**src/rtl/card_pkg.sv**
```systemverilog
// Shared constants, state encoding and code helpers for the corner-template
// match sequencer.
package card_pkg;

  localparam int CORNER_WIDTH = 28;
  localparam int RANK_HEIGHT  = 40;
  localparam int SUIT_HEIGHT  = 29;
  localparam int RANK_SIZE    = CORNER_WIDTH * RANK_HEIGHT;  // 1120 pixels
  localparam int SUIT_SIZE    = CORNER_WIDTH * SUIT_HEIGHT;  // 812 pixels

  localparam int SCORE_W = $clog2(RANK_SIZE);  // 11-bit mismatch count
  localparam int IDX_W   = 5;
  localparam int PCT_W   = 7;

  // Rank codes run ace=1 .. king=13; suit codes follow template order.
  localparam logic [3:0] RANK_NONE    = 4'd0;
  localparam logic [3:0] RANK_ACE     = 4'd1;
  localparam logic [3:0] RANK_KING    = 4'd13;
  localparam logic [1:0] SUIT_DIAMOND = 2'b00;
  localparam logic [1:0] SUIT_HEART   = 2'b01;
  localparam logic [1:0] SUIT_CLUB    = 2'b10;
  localparam logic [1:0] SUIT_SPADE   = 2'b11;

  // Templates 0..12 are ranks, 13..16 are suits.
  localparam logic [IDX_W-1:0] FIRST_SUIT_IDX = 5'd13;
  localparam logic [IDX_W-1:0] LAST_IDX       = 5'd16;

  localparam logic [SCORE_W-1:0] SCORE_WORST = '1;

  typedef enum logic [1:0] {
    IDLE  = 2'd0,
    ISSUE = 2'd1,
    WAIT  = 2'd2,
    CALC  = 2'd3
  } state_t;

  // Template index of a rank template to its 4-bit rank code.
  function automatic logic [3:0] rank_code(input logic [IDX_W-1:0] idx);
    return 4'(idx + IDX_W'(RANK_ACE));
  endfunction

  // Template index of a suit template to its 2-bit suit code.
  function automatic logic [1:0] suit_code(input logic [IDX_W-1:0] idx);
    return 2'(idx - FIRST_SUIT_IDX);
  endfunction

endpackage

```
**src/rtl/score_to_percent.sv**
```systemverilog
// Converts a best mismatch count into a 0..100 match percentage for a
// template of SIZE pixels. Counts above SIZE clamp to 0 percent.
module score_to_percent
  import card_pkg::*;
#(
  parameter int SIZE = RANK_SIZE
) (
  input  logic [SCORE_W-1:0] score_i,
  output logic [PCT_W-1:0]   pct_o
);

  localparam logic [17:0] SIZE_W = 18'(SIZE);

  logic [17:0] prod;
  logic [17:0] quot;

  // 100 - floor(score*100/SIZE); the quotient test also covers score==SIZE.
  always_comb begin
    prod  = 18'(score_i) * 18'd100;
    quot  = prod / SIZE_W;
    pct_o = '0;
    if ((18'(score_i) <= SIZE_W) && (quot <= 18'd100)) begin
      pct_o = 7'd100 - quot[6:0];
    end
  end

endmodule

```
**src/rtl/match_sequencer.sv**
```systemverilog
// Issues the 17 corner templates to one shared scoring engine in order,
// keeps the lowest score per class (rank / suit) and publishes the card code
// with both match percentages.
//
// Engine handshake: eng_start_out pulses for one cycle with eng_template_out
// valid; eng_template_out then holds until the engine answers with a
// one-cycle eng_valid_in carrying eng_score_in. There is no backpressure; a
// missing answer is bounded by TIMEOUT_CYCLES and aborts the pass.
module match_sequencer
  import card_pkg::*;
#(
  parameter int TIMEOUT_CYCLES = 4096
) (
  input  logic               clk_in,
  input  logic               rst_in,
  input  logic               start_in,
  output logic               busy_out,
  output logic               eng_start_out,
  output logic [IDX_W-1:0]   eng_template_out,
  input  logic               eng_valid_in,
  input  logic [SCORE_W-1:0] eng_score_in,
  output logic [5:0]         card_map_out,
  output logic [PCT_W-1:0]   rank_score_out,
  output logic [PCT_W-1:0]   suit_score_out,
  output logic               valid_out,
  output logic               error_out,
  output logic [1:0]         state_dbg_out
);

  localparam int TO_W = $clog2(TIMEOUT_CYCLES);
  // The counter reads 0 in the first WAIT cycle, so the abort decision is
  // taken one count early to land TIMEOUT_CYCLES cycles after ISSUE.
  localparam logic [TO_W-1:0] TO_LAST = TO_W'(TIMEOUT_CYCLES - 2);

  state_t             state_q;
  logic [IDX_W-1:0]   idx_q;
  logic [TO_W-1:0]    to_cnt_q;
  logic [SCORE_W-1:0] best_rank_q;
  logic [SCORE_W-1:0] best_suit_q;
  logic [3:0]         rank_code_q;
  logic [1:0]         suit_code_q;
  logic               eng_start_q;
  logic               valid_q;
  logic               error_q;
  logic [5:0]         card_map_q;
  logic [PCT_W-1:0]   rank_pct_q;
  logic [PCT_W-1:0]   suit_pct_q;

  logic [PCT_W-1:0]   rank_pct;
  logic [PCT_W-1:0]   suit_pct;

  score_to_percent #(.SIZE(RANK_SIZE)) u_rank_pct (
    .score_i (best_rank_q),
    .pct_o   (rank_pct)
  );

  score_to_percent #(.SIZE(SUIT_SIZE)) u_suit_pct (
    .score_i (best_suit_q),
    .pct_o   (suit_pct)
  );

  // Sequencer FSM: issue, wait/track minimum, compute, with registered pulses.
  always_ff @(posedge clk_in or posedge rst_in) begin
    if (rst_in) begin
      state_q     <= IDLE;
      idx_q       <= '0;
      to_cnt_q    <= '0;
      best_rank_q <= SCORE_WORST;
      best_suit_q <= SCORE_WORST;
      rank_code_q <= RANK_NONE;
      suit_code_q <= SUIT_DIAMOND;
      eng_start_q <= 1'b0;
      valid_q     <= 1'b0;
      error_q     <= 1'b0;
      card_map_q  <= '0;
      rank_pct_q  <= '0;
      suit_pct_q  <= '0;
    end else begin
      eng_start_q <= 1'b0;
      valid_q     <= 1'b0;
      error_q     <= 1'b0;
      case (state_q)
        IDLE: begin
          if (start_in) begin
            state_q     <= ISSUE;
            idx_q       <= '0;
            best_rank_q <= SCORE_WORST;
            best_suit_q <= SCORE_WORST;
            rank_code_q <= RANK_NONE;
            suit_code_q <= SUIT_DIAMOND;
            eng_start_q <= 1'b1;
          end
        end
        ISSUE: begin
          state_q  <= WAIT;
          to_cnt_q <= '0;
        end
        WAIT: begin
          if (eng_valid_in) begin
            // Strict compare keeps the lowest index on ties.
            if (idx_q < FIRST_SUIT_IDX) begin
              if (eng_score_in < best_rank_q) begin
                best_rank_q <= eng_score_in;
                rank_code_q <= rank_code(idx_q);
              end
            end else if (eng_score_in < best_suit_q) begin
              best_suit_q <= eng_score_in;
              suit_code_q <= suit_code(idx_q);
            end
            if (idx_q == LAST_IDX) begin
              state_q <= CALC;
            end else begin
              idx_q       <= idx_q + 5'd1;
              state_q     <= ISSUE;
              eng_start_q <= 1'b1;
            end
          end else if (to_cnt_q == TO_LAST) begin
            error_q <= 1'b1;
            state_q <= IDLE;
          end else begin
            to_cnt_q <= to_cnt_q + 1'b1;
          end
        end
        CALC: begin
          card_map_q <= {suit_code_q, rank_code_q};
          rank_pct_q <= rank_pct;
          suit_pct_q <= suit_pct;
          valid_q    <= 1'b1;
          state_q    <= IDLE;
        end
        default: state_q <= IDLE;
      endcase
    end
  end

  assign busy_out         = (state_q != IDLE);
  assign eng_start_out    = eng_start_q;
  assign eng_template_out = idx_q;
  assign card_map_out     = card_map_q;
  assign rank_score_out   = rank_pct_q;
  assign suit_score_out   = suit_pct_q;
  assign valid_out        = valid_q;
  assign error_out        = error_q;
  assign state_dbg_out    = state_q;

endmodule

```
**config.mk**
```make
export PLATFORM = sky130hd
export DESIGN_NAME = match_sequencer
export DESIGN_NICKNAME = d
export VERILOG_FILES = /design/src/rtl/card_pkg.sv /design/src/rtl/score_to_percent.sv /design/src/rtl/match_sequencer.sv
export SDC_FILE = /design/constraint.sdc
export NUM_CORES = 1
export LEC_CHECK = 0
export CAP_MARGIN = 0
export CORE_MARGIN = 5
export CORE_UTILIZATION = 25
export DETAILED_ROUTE_END_ITERATION = 10
export DONT_BUFFER_PORTS = 1
export HOLD_SLACK_MARGIN = 0.12
export PLACE_DENSITY = 0.35
export RECOVER_POWER = 25
export SLEW_MARGIN = 20
export SYNTH_ARGS = -nofsm -noshare
export SYNTH_HDL_FRONTEND = slang
export SYNTH_SLANG_ARGS = --single-unit
```
**constraint.sdc**
```tcl
create_clock -name clk_in -period 23.9 [get_ports clk_in]
set_clock_uncertainty 0.05 [all_clocks]
set_input_delay 4.78 -clock clk_in [delete_from_list [all_inputs] [get_ports clk_in]]
set_output_delay 4.78 -clock clk_in [all_outputs]
set_load 0.02 [all_outputs]
```
==> results.cfg <==
[status]
status = complete, but fails checks
violations = max-capacitance violations, max-slew violations

[die]
core_um2 = 52800
die_w_um = 241
pin_count = 46
dieArea_um2 = 58200
start_util_pct = 25.4
die_y_um = 241
row_count = 84

[timing]
slew_headroom_pct = -153
fmax_mhz = 68.5
setup_viol = 0
drv_slew = 90
tns_ns = 0
finalHoldViolCount = 0
max_slew.worst_pin.slew_ns = 3.79
fin_crit_sh_pct = 61.1
rsz0062_at_grt = false
period_needed_ns = 14.61

[clocking]
post_cts_buffers = 0
cts_tree = done
cts_max_path_buffers = 2
cts_resized = 0
clock-sinks = 70
clkTransAtPathRegs_ns = 0.06
cts-buffers-inserted = 9
htreeDepth = 3
cts_root_buf = clkbuf_16
insertion_delay_ns = 0.35
cts_hold_buf = 0

[global_routing]
antenna_found_initial = 0
grt_pass1_vias = 13400
grt_pass1_wl_mm = 76.4
grt_max_degree = 64
gr-total-overflow = 0
grt.total_usage_pct = 16.0

[synthesis]
yosys-mux-area-fraction_pct = 2.95
synthAdderAreaFrac_pct = 13.3
synth_compound_area_share_pct = 31.5
post-synth-top-area-fraction_pct = 11.5
synthTopCellsByCount = nand2_1 (163), nor2_1 (131), ha_1 (123), o21ai_0 (119), inv_1 (100)
synthArstFlopShare_pct = 100
postSynthRegisterBits = 70
synth_xor_xnor_area_share_pct = 7.85
synth_top_family_by_area = compound AO/OA/AOI/OAI gates
yosys.area_share.simple_pct = 26.4
synthesis.area_um2 = 13400
avgSynthCellArea_um2 = 7.46
synth-main-ff-cell = dfrtp_1
synth_top_cell_by_area = ha_1
yosys.cell_count.top_type = nand2_1
synthTopCellsByArea = ha_1 (12%), dfrtp_1 (9.0%), xnor2_1 (5.5%)
synth_edf_count = 0
synth_cell_types = 113
synth_nets = 1943
ys_seq_area_share_pct = 13.3
ys_warn_count = 0
synth_cells = 1793

[job]
cap_violations = 2

[route]
drc = 0
num_vias = 13400
wl_per_cell_um = 19.3
ant_nets = 0
via_per_inst = 5.48
first_iter_violations = 823
wl_mm = 47.3
drtPass1Iterations = 5

[setup_path]
cpPeakStageDelay_ns = 0.70
arrival_ns = 14.78
crit_path_top_delay_cell = dfstp_2
path_class = reg -> reg
cp_num_buf_inv = 3
path_max_fanout = 14
required_ns = 24.08
critPathMostFrequentCell = nor2_1
cp-end-kind = flop
crit_family = compound AO/OA/AOI/OAI gates
start_kind = flop

[final_layout]
multi_input_area_um2 = 11000
seqCellArea_um2 = 1780
layout-drive-gt1-share_pct = 8.04
area_growth_pct = 7.69
fill_cells = 5830
diodes = 0
fin_cells = 2454
fin_nets = 1911

[placed_design]
dpl.cell_count = 2438
gp_congestion = 0.857
hpwl_mm = 38.5
portBuffers = 0

[min_path]
hp-class = reg -> reg
==> cell type report <==
cell class                      count  area share (%)
Inverter                          101            2.64
Clock buffer                       12            1.71
Timing Repair Buffer               13           0.625
Multi-Input combinational cell   1566            76.3
Sequential cell                    70            12.3
Clock inverter                      4           0.382
Tap cell                          688            5.97
==> cell families (layout without fill, tap and decap cells) <==
| logic type | Yosys count | in the layout |
|---|---|---|
| AND/OR/NAND/NOR | 687 | 687 |
| AO/OA/AOI/OAI | 587 | 587 |
| buffers and inverters | 157 | 130 |
| adder cells (fa/ha/maj) | 135 | 135 |
| XOR/XNOR | 120 | 120 |
| flip-flops | 70 | 70 |
| multiplexers | 37 | 37 |
==> per-layer routing <==
layer / global-route usage [%] / wire (um)
met5: 0 / 0
met4: 2.89 / 718
met3: 2.89 / 2090
met2: 26.1 / 21500
met1: 22.4 / 23000
==> placed cells by master, fill, tap and decap left out, types with 20 or more instances in the layout <==
| cell type | count |
|---|---|
| a21o_1 | 21 |
| inv_1 | 99 |
| nor3_1 | 63 |
| and3_1 | 24 |
| dfrtp_1 | 48 |
| xor2_1 | 36 |
| a31oi_1 | 38 |
| nand2b_1 | 36 |
| o211ai_1 | 28 |
| nand4_1 | 32 |
| nor2_1 | 131 |
| a211oi_1 | 22 |
| o21ai_0 | 119 |
| nand3_1 | 72 |
| dfstp_2 | 22 |
| nor2b_1 | 22 |
| xnor2_1 | 84 |
| nor4_1 | 20 |
| and2_1 | 30 |
| a21oi_1 | 92 |
| ha_1 | 123 |
| nand2_1 | 163 |
==> worst reg2reg max path: cells and delay by family, from the launching register on <==
family          cells  cell delay (ns)
compound gates     19             6.87
flops               1             0.70
fa+ha+maj           5             1.61
simple gates       19             4.81
buf+inv             3             0.41
==> metrics by stage <==
step | instance area, um^2 | util (%) | worst slack (ns) | hold WS [ns]
after detailed placement | 14100 | 26.7 | 9.40 | 0.445
after floorplan | 13400 | - | 11.64 | 0.427
after CTS | 14400 | 27.3 | 9.35 | 0.460
after global routing | 14400 | 27.3 | 7.87 | 0.477
after global placement | 14100 | 26.7 | 9.46 | 0.442
final | 14400 | 27.3 | 9.29 | 0.458
==> worst paths after layout <==
path / slack (ns) / startpoint / depth (start not counted) / endpoint
worst min register to register: 0.46 / suit_code_q[0]$_DFFE_PP0P_ / 1 / suit_code_q[0]$_DFFE_PP0P_
worst min-delay path: 0.46 / suit_code_q[0]$_DFFE_PP0P_ / 1 / suit_code_q[0]$_DFFE_PP0P_
min in group asynchronous: 4.21 / rst_in / 1 / to_cnt_q[10]$_DFFE_PP0P_
max in group asynchronous: 15.65 / rst_in / 2 / card_map_out[3]$_DFFE_PP0P_
worst max-delay path: 9.29 / best_suit_q[2]$_DFFE_PP1P_ / 46 / suit_score_out[5]$_DFFE_PP0P_
worst max register to register: 9.29 / best_suit_q[2]$_DFFE_PP1P_ / 46 / suit_score_out[5]$_DFFE_PP0P_
==> flip-flops by register name, summed over array words and instances (netlist names) <==
register          count
suit_code_q           2
card_map_out          6
best_suit_q          11
valid_out             1
rank_score_out        7
eng_start_out         1
suit_score_out        7
to_cnt_q             12
rank_code_q           4
best_rank_q          11
error_out             1
state_dbg_out         2
eng_template_out      5
Power is left out: the tool's default activity adds up to more than one toggle a clock period on the data nets, which glitch-free logic cannot reach.
